===== config.mk =====
export PLATFORM = sky130hd
export DESIGN_NAME = iq_phase_freq_estimator_flat
export DESIGN_NICKNAME = d
export VERILOG_FILES = /design/src/rtl/iq_phase_freq_estimator_if.sv /design/src/rtl/iq_phase_freq_estimator.sv /design/src/flat_wrapper.sv
export SDC_FILE = /design/constraint.sdc
export NUM_CORES = 1
export LEC_CHECK = 0
export CAP_MARGIN = 20
export CELL_PAD_IN_SITES_DETAIL_PLACEMENT = 0
export CELL_PAD_IN_SITES_GLOBAL_PLACEMENT = 2
export CORE_MARGIN = 4
export CORE_UTILIZATION = 30
export DETAILED_ROUTE_END_ITERATION = 10
export GPL_TIMING_DRIVEN = 0
export HOLD_SLACK_MARGIN = 0.02
export MAX_ROUTING_LAYER = met4
export PLACE_DENSITY = 0.81
export SETUP_SLACK_MARGIN = 0.15
export SLEW_MARGIN = 20
export SYNTH_ARGS = -nofsm -noshare
export SYNTH_HDL_FRONTEND = slang
export SYNTH_SLANG_ARGS = --single-unit

===== constraint.sdc =====
create_clock -name clk -period 7.4 [get_ports clk]
set_clock_uncertainty 0.15 [all_clocks]
set_input_delay 1.11 -clock clk [delete_from_list [all_inputs] [get_ports clk]]
set_output_delay 1.11 -clock clk [all_outputs]
set_load 0.1 [all_outputs]

===== src/rtl/iq_phase_freq_estimator_if.sv =====
// rtl/iq_phase_freq_estimator_if.sv - sample/result handshake bundle for iq_phase_freq_estimator (MAGNITUDE_OUT_EN adds magnitude)
interface iq_phase_freq_estimator_if #(
  parameter int DATA_BITWIDTH  = 8,
  parameter int DEPTH_BITWIDTH = 8
);
  logic                             in_valid;
  logic                             in_ready;
  logic signed [DATA_BITWIDTH-1:0]  i_in;
  logic signed [DATA_BITWIDTH-1:0]  q_in;
  logic                             out_valid;
  logic                             out_ready;
  logic        [DEPTH_BITWIDTH-1:0] phase;
  logic        [DEPTH_BITWIDTH-1:0] fword;
  logic                             first;
`ifdef MAGNITUDE_OUT_EN
  logic        [DATA_BITWIDTH:0]    magnitude;

  modport master (
    output in_valid, i_in, q_in, out_ready,
    input  in_ready, out_valid, phase, fword, first, magnitude
  );
  modport slave (
    input  in_valid, i_in, q_in, out_ready,
    output in_ready, out_valid, phase, fword, first, magnitude
  );
`else
  modport master (
    output in_valid, i_in, q_in, out_ready,
    input  in_ready, out_valid, phase, fword, first
  );
  modport slave (
    input  in_valid, i_in, q_in, out_ready,
    output in_ready, out_valid, phase, fword, first
  );
`endif
endinterface


===== src/rtl/iq_phase_freq_estimator.sv =====
// rtl/iq_phase_freq_estimator.sv - iterative CORDIC vectoring: I/Q sample to phase word and phase increment
// Optional gain-compensated magnitude output enabled by MAGNITUDE_OUT_EN.
module iq_phase_freq_estimator #(
  parameter int DATA_BITWIDTH  = 8,
  parameter int DEPTH_BITWIDTH = 8,
  parameter int ITERATIONS     = DEPTH_BITWIDTH
) (
  input  logic                    clk,
  input  logic                    rstn,
  iq_phase_freq_estimator_if.slave bus
);
  localparam int XW = DATA_BITWIDTH + 2;
  localparam int ZW = DEPTH_BITWIDTH + 2;
  localparam int CW = $clog2(ITERATIONS + 2);
`ifdef MAGNITUDE_OUT_EN
  // The extra ROTATE step at iter == ITERATIONS is spent on the gain multiply.
  localparam int LAST_STEP = ITERATIONS;
  localparam int MAG_K     = $rtoi(0.60725 * (2.0 ** DATA_BITWIDTH) + 0.5);
`else
  localparam int LAST_STEP = ITERATIONS - 1;
`endif

  typedef enum logic [1:0] {IDLE, ROTATE, DONE} state_t;

  state_t state_q, state_d;

  logic signed [XW-1:0]             x_q, y_q, x_pre, y_pre, x_rot, y_rot, x_sh, y_sh;
  logic        [ZW-1:0]             z_q, z_pre, z_rot, z_fin;
  logic        [CW-1:0]             iter_q;
  logic                             zero_q;
  logic                             pending_q;
  logic                             first_q;
  logic        [DEPTH_BITWIDTH-1:0] phase_q, fword_q, prev_q, phase_new;
  logic                             accept, finish;

  // Angle table in internal z units (2 guard LSBs): a full turn is 2**ZW.
  function automatic logic [ZW-1:0] atan_word(input int k);
    real turns;
    turns = $atan(2.0 ** (-k)) / (2.0 * 3.141592653589793);
    return ZW'($rtoi(turns * (2.0 ** ZW) + 0.5));
  endfunction

  logic [ZW-1:0] atan_tab [2**CW];
  for (genvar g = 0; g < 2**CW; g++) begin : g_atan
    if (g < ITERATIONS) begin : g_used
      assign atan_tab[g] = atan_word(g);
    end else begin : g_pad
      assign atan_tab[g] = '0;
    end
  end

  assign accept = (state_q == IDLE) && bus.in_valid;
  assign finish = (state_q == ROTATE) && (iter_q == CW'(LAST_STEP));

  always_ff @(posedge clk) begin
    if (!rstn) begin
      state_q <= IDLE;
    end else begin
      state_q <= state_d;
    end
  end

  always_comb begin
    state_d = state_q;
    case (state_q)
      IDLE:    if (bus.in_valid) state_d = ROTATE;
      ROTATE:  if (iter_q == CW'(LAST_STEP)) state_d = DONE;
      DONE:    if (bus.out_ready) state_d = IDLE;
      default: state_d = IDLE;
    endcase
  end

  // Left half-plane samples are turned by a half circle so the CORDIC only sees |angle| <= 90 deg.
  always_comb begin
    x_pre = XW'(bus.i_in);
    y_pre = XW'(bus.q_in);
    z_pre = '0;
    if (bus.i_in[DATA_BITWIDTH-1]) begin
      x_pre = -XW'(bus.i_in);
      y_pre = -XW'(bus.q_in);
      z_pre = {1'b1, {(ZW-1){1'b0}}};
    end
  end

  always_comb begin
    x_sh  = x_q >>> iter_q;
    y_sh  = y_q >>> iter_q;
    x_rot = x_q - y_sh;
    y_rot = y_q + x_sh;
    z_rot = z_q - atan_tab[iter_q];
    if (!y_q[XW-1]) begin
      x_rot = x_q + y_sh;
      y_rot = y_q - x_sh;
      z_rot = z_q + atan_tab[iter_q];
    end
  end

`ifdef MAGNITUDE_OUT_EN
  assign z_fin = z_q;
`else
  assign z_fin = z_rot;
`endif

  // Round away the guard bits; an all-zero sample has no angle and reports 0.
  assign phase_new = zero_q ? '0 : DEPTH_BITWIDTH'((z_fin + ZW'(2)) >> 2);

  always_ff @(posedge clk) begin
    if (!rstn) begin
      x_q       <= '0;
      y_q       <= '0;
      z_q       <= '0;
      iter_q    <= '0;
      zero_q    <= 1'b0;
      pending_q <= 1'b1;
      first_q   <= 1'b0;
      phase_q   <= '0;
      fword_q   <= '0;
      prev_q    <= '0;
    end else if (accept) begin
      x_q    <= x_pre;
      y_q    <= y_pre;
      z_q    <= z_pre;
      iter_q <= '0;
      zero_q <= (bus.i_in == '0) && (bus.q_in == '0);
    end else if (state_q == ROTATE) begin
      x_q    <= x_rot;
      y_q    <= y_rot;
      z_q    <= z_rot;
      iter_q <= iter_q + 1'b1;
      if (finish) begin
        phase_q   <= phase_new;
        fword_q   <= pending_q ? '0 : phase_new - prev_q;
        first_q   <= pending_q;
        pending_q <= 1'b0;
        prev_q    <= phase_new;
      end
    end
  end

`ifdef MAGNITUDE_OUT_EN
  logic [DATA_BITWIDTH:0]          mag_q;
  logic [XW+DATA_BITWIDTH-1:0]     mag_prod;

  // x is non-negative after pre-rotation, so the product can be taken unsigned.
  assign mag_prod = (XW+DATA_BITWIDTH)'($unsigned(x_q)) * (XW+DATA_BITWIDTH)'(MAG_K);

  always_ff @(posedge clk) begin
    if (!rstn) begin
      mag_q <= '0;
    end else if (finish) begin
      mag_q <= (DATA_BITWIDTH+1)'(mag_prod >> DATA_BITWIDTH);
    end
  end

  assign bus.magnitude = mag_q;
`endif

  assign bus.in_ready  = (state_q == IDLE);
  assign bus.out_valid = (state_q == DONE);
  assign bus.phase     = phase_q;
  assign bus.fword     = fword_q;
  assign bus.first     = first_q;
endmodule


===== src/flat_wrapper.sv =====
// flat-port wrapper written by rule: the top's interface ports become plain ports
module iq_phase_freq_estimator_flat 
#(
  parameter int DATA_BITWIDTH  = 8,
  parameter int DEPTH_BITWIDTH = 8,
  parameter int ITERATIONS     = DEPTH_BITWIDTH
)
  (clk, rstn, bus_in_valid, bus_i_in, bus_q_in, bus_out_ready, bus_in_ready, bus_out_valid, bus_phase, bus_fword, bus_first);
  iq_phase_freq_estimator_if #(.DATA_BITWIDTH(DATA_BITWIDTH), .DEPTH_BITWIDTH(DEPTH_BITWIDTH)) bus_i ();
  input  logic clk;
  input  logic rstn;
  input wire logic [$bits(bus_i.in_valid)-1:0] bus_in_valid;
  input wire logic [$bits(bus_i.i_in)-1:0] bus_i_in;
  input wire logic [$bits(bus_i.q_in)-1:0] bus_q_in;
  input wire logic [$bits(bus_i.out_ready)-1:0] bus_out_ready;
  output wire logic [$bits(bus_i.in_ready)-1:0] bus_in_ready;
  output wire logic [$bits(bus_i.out_valid)-1:0] bus_out_valid;
  output wire logic [$bits(bus_i.phase)-1:0] bus_phase;
  output wire logic [$bits(bus_i.fword)-1:0] bus_fword;
  output wire logic [$bits(bus_i.first)-1:0] bus_first;
  assign bus_i.in_valid = bus_in_valid;
  assign bus_i.i_in = bus_i_in;
  assign bus_i.q_in = bus_q_in;
  assign bus_i.out_ready = bus_out_ready;
  assign bus_in_ready = bus_i.in_ready;
  assign bus_out_valid = bus_i.out_valid;
  assign bus_phase = bus_i.phase;
  assign bus_fword = bus_i.fword;
  assign bus_first = bus_i.first;
  iq_phase_freq_estimator #(.DATA_BITWIDTH(DATA_BITWIDTH), .DEPTH_BITWIDTH(DEPTH_BITWIDTH), .ITERATIONS(ITERATIONS)) u_core (.clk(clk), .rstn(rstn), .bus(bus_i));
endmodule

Yosys cells after proc, flatten, opt, wreduce, memory -nomap -nowiden --
Memories as Yosys holds them, arrays and structs flattened. Index checks and enable logic that the tools add are counted.
Storage, ports and cells: flip-flop bits (word level) 55, memory bits (read-only) 160, output and inout bits 19, memories kept 1
Memories:
- (no name shown) | depth 16, width 10, read ports 1, clocked after Yosys merged registers in 0, write ports 0, RTL line iq_phase_freq_estimator.sv:90 | z_rot = z_q - atan_tab[iter_q];
Cells by class: add/subtract/negate cells 11, order comparisons 1, equality and inequality tests 6, shifts and indexed selects 2, muxes and demuxes 20, bitwise gates (word level) 3, reductions and logical operators 10
Operators by type and width (count):
- $mux W10 | 14
- $add A10 B10 Y10 | 3
- $sub A10 B10 Y10 | 3
- $neg A8 Y10 | 2
- $sshr A10 B4 Y10 | 2
- $logic_not A8 Y1 | 2
- $mux W8 | 2
- $add A10 B2 Y10 const B | 1
- $sub A8 B8 Y8 | 1
- $mux W2 | 3
- $ne A2 B2 Y1 const B | 3
- $pmux W2 S3 | 1
- $reduce_and A3 Y1 | 2
- $ge A5 B5 Y1 const B | 1
- $not A4 Y5 | 1
- $add A4 B1 Y4 const B | 1
- $eq A4 B3 Y1 const B | 1
- $logic_and A1 B1 Y1 | 3
- $eq A2 B1 Y1 const B | 1
- $eq A2 B2 Y1 const B | 1
- $logic_not A2 Y1 | 1
- $not A1 Y1 | 2
- $reduce_bool A2 Y1 | 1
- $reduce_or A2 Y1 | 1

Longest topological paths before layout --
word-level depth 10, gate-level depth with buffers 26, depth with buffers taken out 23

Worst setup path after synthesis --
OpenSTA, ideal clock, no wires.
path kind reg-to-reg, start register u_core.iter_q[1], end register u_core.fword_q[7] (netlist: u_core.bus.fword[7]), library setup time 59 ps, data arrival time 4972 ps, data required time 7191 ps, slack 2218 ps, stages on the path, launching flop included 25, path buffers 3, period minus slack after synthesis 5182 ps, cells stage by stage dfxtp_1 > clkbuf_1 > buf_2 > buf_2 > inv_1 > ha_1 > or3_1 > nand2_1 > xnor2_1 > nand2_1 > ha_1 > o21a_1 > o31a_1 > o311ai_1 > nand3_1 > nor2_1 > xnor2_1 > nor2_1 > ha_1 > or2_2 > a21oi_1 > a21oi_1 > xor2_1 > nor4b_1 > o31a_1
On the way: longest elaborated chain between the ends 10, elaborated cells on any way between the ends 14, those cells by class 4 x add/sub; 1 x eq/ne; 5 x mux; 1 x bitwise; 2 x reduce/logical; 1 x memory
RTL lines:
- start, declared | RTL line iq_phase_freq_estimator.sv:29 | logic [CW-1:0] iter_q;
- start signal, assigned | RTL line iq_phase_freq_estimator.sv:129 | iter_q <= iter_q + 1'b1;
- $not A4 Y5 (not written as such) (*) | RTL line iq_phase_freq_estimator.sv:90, iq_phase_freq_estimator.sv:94
- $mem_v2 Z16 W10 (*)
- $mux W10 (not written as such) (*) (2 in series) | RTL line iq_phase_freq_estimator.sv:94 | z_rot = z_q + atan_tab[iter_q];
- $add A10 B10 Y10 or $sub A10 B10 Y10 (tied branches) | RTL line iq_phase_freq_estimator.sv:94, iq_phase_freq_estimator.sv:90
- $mux W10 (*) | RTL line iq_phase_freq_estimator.sv:91 | if (!y_q[XW-1]) begin
- $add A10 B2 Y10 (*) | RTL line iq_phase_freq_estimator.sv:105 | assign phase_new = zero_q ? '0 : DEPTH_BITWIDTH'((z_fin + ZW'(2)) >> 2);
- $mux W8 (*) | RTL line iq_phase_freq_estimator.sv:105
- net u_core.phase_new[5] | RTL line iq_phase_freq_estimator.sv:33 | logic [DEPTH_BITWIDTH-1:0] phase_q, fword_q, prev_q, phase_new;
- $sub A8 B8 Y8 (*) | RTL line iq_phase_freq_estimator.sv:132 | fword_q <= pending_q ? '0 : phase_new - prev_q;
- $mux W8 (*) | RTL line iq_phase_freq_estimator.sv:132
- end signal, assigned | RTL line iq_phase_freq_estimator.sv:132
- end, declared | RTL line iq_phase_freq_estimator.sv:33
The timed path passes the listed nets; every way through them passes the cells marked *. The select of a mux whose other input is x is not followed. A chain may end at the register's enable or synchronous reset.

Worst setup path in the final report --
Ends and elaborated chain as after synthesis.

==> metrics <==
most frequent cell on the critical path=ha_1; status=finished clean; drt via density=5.23; top_reg_cell synth=dfxtp_1; Setup crit start kind=flop; number of I/O port buffers=36; top cells by count, synth=87 x nand2_1, 69 x nor2_1, 55 x dfxtp_1; hold path depth=2; clock buffer depth=2; yosys warns=0; number of max-cap violations=0; gr usage total=0.171; CTS sink cnt=55; routed wire length=17,100 um; Worst Hold Endpoint=u_core.bus.first; syn nets=790; Synth top area share=0.198; Mapped Area=around 0.0056 mm^2; initial antenna violation count=1; Switch Pwr=between 900 and 1000 uW; dpl ws=1.36 ns; vias in the first global route=5,061; total I/O pin count=39; Comb pwr share=0.676; vias=5,203; Nets=~830; share of cells above drive strength 1=0.0536; Layout area overhead=14.5%; Max Fclk=164 MHz; Final HPWL DP=13,600 um; grt total ovfl=0; Slew Viols, Final=0; clock share of power=0.129; TNS Setup=0 ns; Post-DRT Antenna Nets=0; Seq/Total Area, Yosys=0.198; largest net degree at the start of global routing=21; H-tree depth=2; start of the worst register-to-register path=u_core.iter_q[1]; relative slew slack=0.343; reg-to-reg endpoint=u_core.bus.fword[7]; Hold Path Class=flop to flop; core area=0.0181 mm^2; wire length on met2=between 7000 and 8000 um; CTS tree=done; period utilization=0.825; Hold Startpoint=u_core.bus.first; Peak VDD IR=0.143 mV; Synth Register Bits=55; CP max FO=10; Data required, critical path=7.45 ns; met3 WL=715 um; fin cells=around 1,000; Crit Path Category=flop to flop; footprint of the multi-input gates=0.00414 mm^2; post-placement cell count=986; Post-CTS Setup Bufs=0; Worst Tran Pin Value=0.982 ns; detailed router's first-iteration violation count=378; sw frac=0.479; Post-Synthesis Cells=721; first-pass GRT wire length=27,500 um; delay of the slowest critical-path stage=0.55 ns; Post-synth EDFFs=0; RD Place Congestion=0.859; Mapped Avg Cell Area=just under 8 um^2; Hold Buf Count CTS=0; cts repair resizes=0; final hold viol count=0; total CTS buffers=5; CP top delay family=simple AND/OR/NAND/NOR gates; Reg power frac=0.194; FF/Latch Area=0.00110 mm^2; area leader, netlist=dfxtp_1; drt wl/cell=17.2 um; Remaining DRCs=0; R2R setup slack=between 1 and 1.5 ns; TritonRoute pass-1 iters=5; cell area power density=roughly 310 mW/mm^2; Die Ht=roughly 140 um; async set-reset flop share out of synthesis=0; WP data arrival=6.16 ns; top-count cell post-synth=nand2_1; Die Area=0.0208 mm^2; Final setup violation count=0; post-layout min period=between 6 and 7 ns; met1 WL=roughly 8800 um; worst setup margin=1.29 ns; RSZ-0062 raised after global routing=false; R2R cell count=24; worst path bufs/invs=4; Top Layer Used=met4; Die Width=144 um; initial cell density of the core=0.307; Pint=1050 uW; Unique masters post-synth=66; CP max stage cell=o311ai_1; fillcell total=1,969; clock-pin slew on the worst setup and hold paths=0.09 ns; CP endpoint kind=flop; worst skew pair latency=approximately 0.3 ns; top cells by area, synth=dfxtp_1 20%, ha_1 10%, xnor2_1 6.1%; CP Cell Sequence=clkbuf_1 -> buf_2 -> buf_2 -> inv_1 -> ha_1 -> or3_1 -> nand2_1 -> xnor2_1 -> nand2_1 -> ha_1 -> o21a_1 -> o31a_1 -> o311ai_1 -> nand3_1 -> nor2_1 -> xnor2_1 -> nor2_1 -> ha_1 -> or2_2 -> a21oi_1 -> a21oi_1 -> xor2_1 -> nor4b_1 -> o31a_1; Root Driver=clkbuf_16; Rows=49; leakage=0.00245 uW
## worst max path at each step
stage / slack [ns] / from / cells after the start / endpoint
after detailed placement: 1.36 / u_core.iter_q[1] / 24 / u_core.bus.fword[7]
after global placement: 1.32 / u_core.iter_q[1] / 24 / u_core.bus.fword[7]
final: 1.29 / u_core.iter_q[1] / 24 / u_core.bus.fword[7]
after CTS: 1.33 / u_core.iter_q[1] / 24 / u_core.bus.fword[7]
after floorplan: 2.22 / u_core.iter_q[1] / 24 / u_core.bus.fword[7]
after global routing: 0.76 / u_core.iter_q[1] / 25 / u_core.bus.fword[7]
## stage by stage
stage	cell area, um^2	hold slack, ns	utilization	total power [uW]
floorplan	5570	0.297	-	1430
global placement	6220	0.301	0.343	1740
detailed placement	6220	0.301	0.343	1730
CTS	6380	0.321	0.352	2000
global route	6380	0.357	0.352	2200
finish	6380	0.319	0.352	2010
## flip-flops by register name, summed over array words and instances, names as in the netlist
signal and cells:
u_core.x_q 10, u_core.y_q 10, u_core.z_q 10, u_core.bus.fword 8
u_core.bus.phase 8, u_core.iter_q 4, u_core.state_q 2, u_core.bus.first 1
u_core.pending_q 1, u_core.zero_q 1
## cell usage in the layout (no fill, tap or decap), types with 5 or more instances in the layout
cell type / instances
a211oi_1: 13
a21boi_0: 14
a21o_1: 11
a21oi_1: 39
a221oi_1: 5
a22oi_1: 9
a31oi_1: 17
and2_1: 10
and3_1: 7
buf_1: 6
clkbuf_1: 32
clkbuf_16: 5
clkdlybuf4s50_1: 36
dfxtp_1: 55
ha_1: 45
inv_1: 39
mux2i_1: 6
mux4_2: 12
nand2_1: 87
nand2b_1: 8
nand3_1: 16
nand4_1: 5
nor2_1: 69
nor2b_1: 21
nor3_1: 16
o21a_1: 5
o21ai_0: 26
o21bai_1: 6
o22ai_1: 6
o31ai_1: 9
or3_1: 5
xnor2_1: 39
xor2_1: 20
## worst min-delay path, stage by stage (launching register included)
cell     delay (ns)
dfxtp_1        0.32
nand2_1        0.05
a21oi_1        0.06
## routing by layer
metal / vias up / track usage
li1: 2659 / -
met1: 2408 / 0.247
met2: 124 / 0.261
met3: 12 / 0.0182
met4: 0 / 0.0319
met5: - / -
## power groups by stage
stage | registers, uW | clock network [uW] | logic, uW
floorplan | 371 | 0 | 1060
global placement | 396 | 0 | 1350
detailed placement | 395 | 0 | 1340
CTS | 388 | 266 | 1350
global route | 395 | 277 | 1530
finish | 390 | 259 | 1360
## final cells by class
type,instances,share of cell area
diodes,1,0.000392
plain buffers,43,0.0282
clock buffers,5,0.0196
clock inverters,3,0.00529
inverters,40,0.0235
multi-input cells,583,0.649
flip-flops and latches,55,0.173
well taps,229,0.0449
repair buffers,36,0.0565
## cells by family after synthesis
| kind of cell | share of synthesized area |
|---|---|
| xor+xnor | 0.0927 |
| fa+ha+maj | 0.115 |
| compound gates | 0.231 |
| buf+inv | 0.0593 |
| simple gates | 0.224 |
| flops | 0.198 |
| mux | 0.0801 |
No activity file was read; power rests on OpenSTA's default activity.
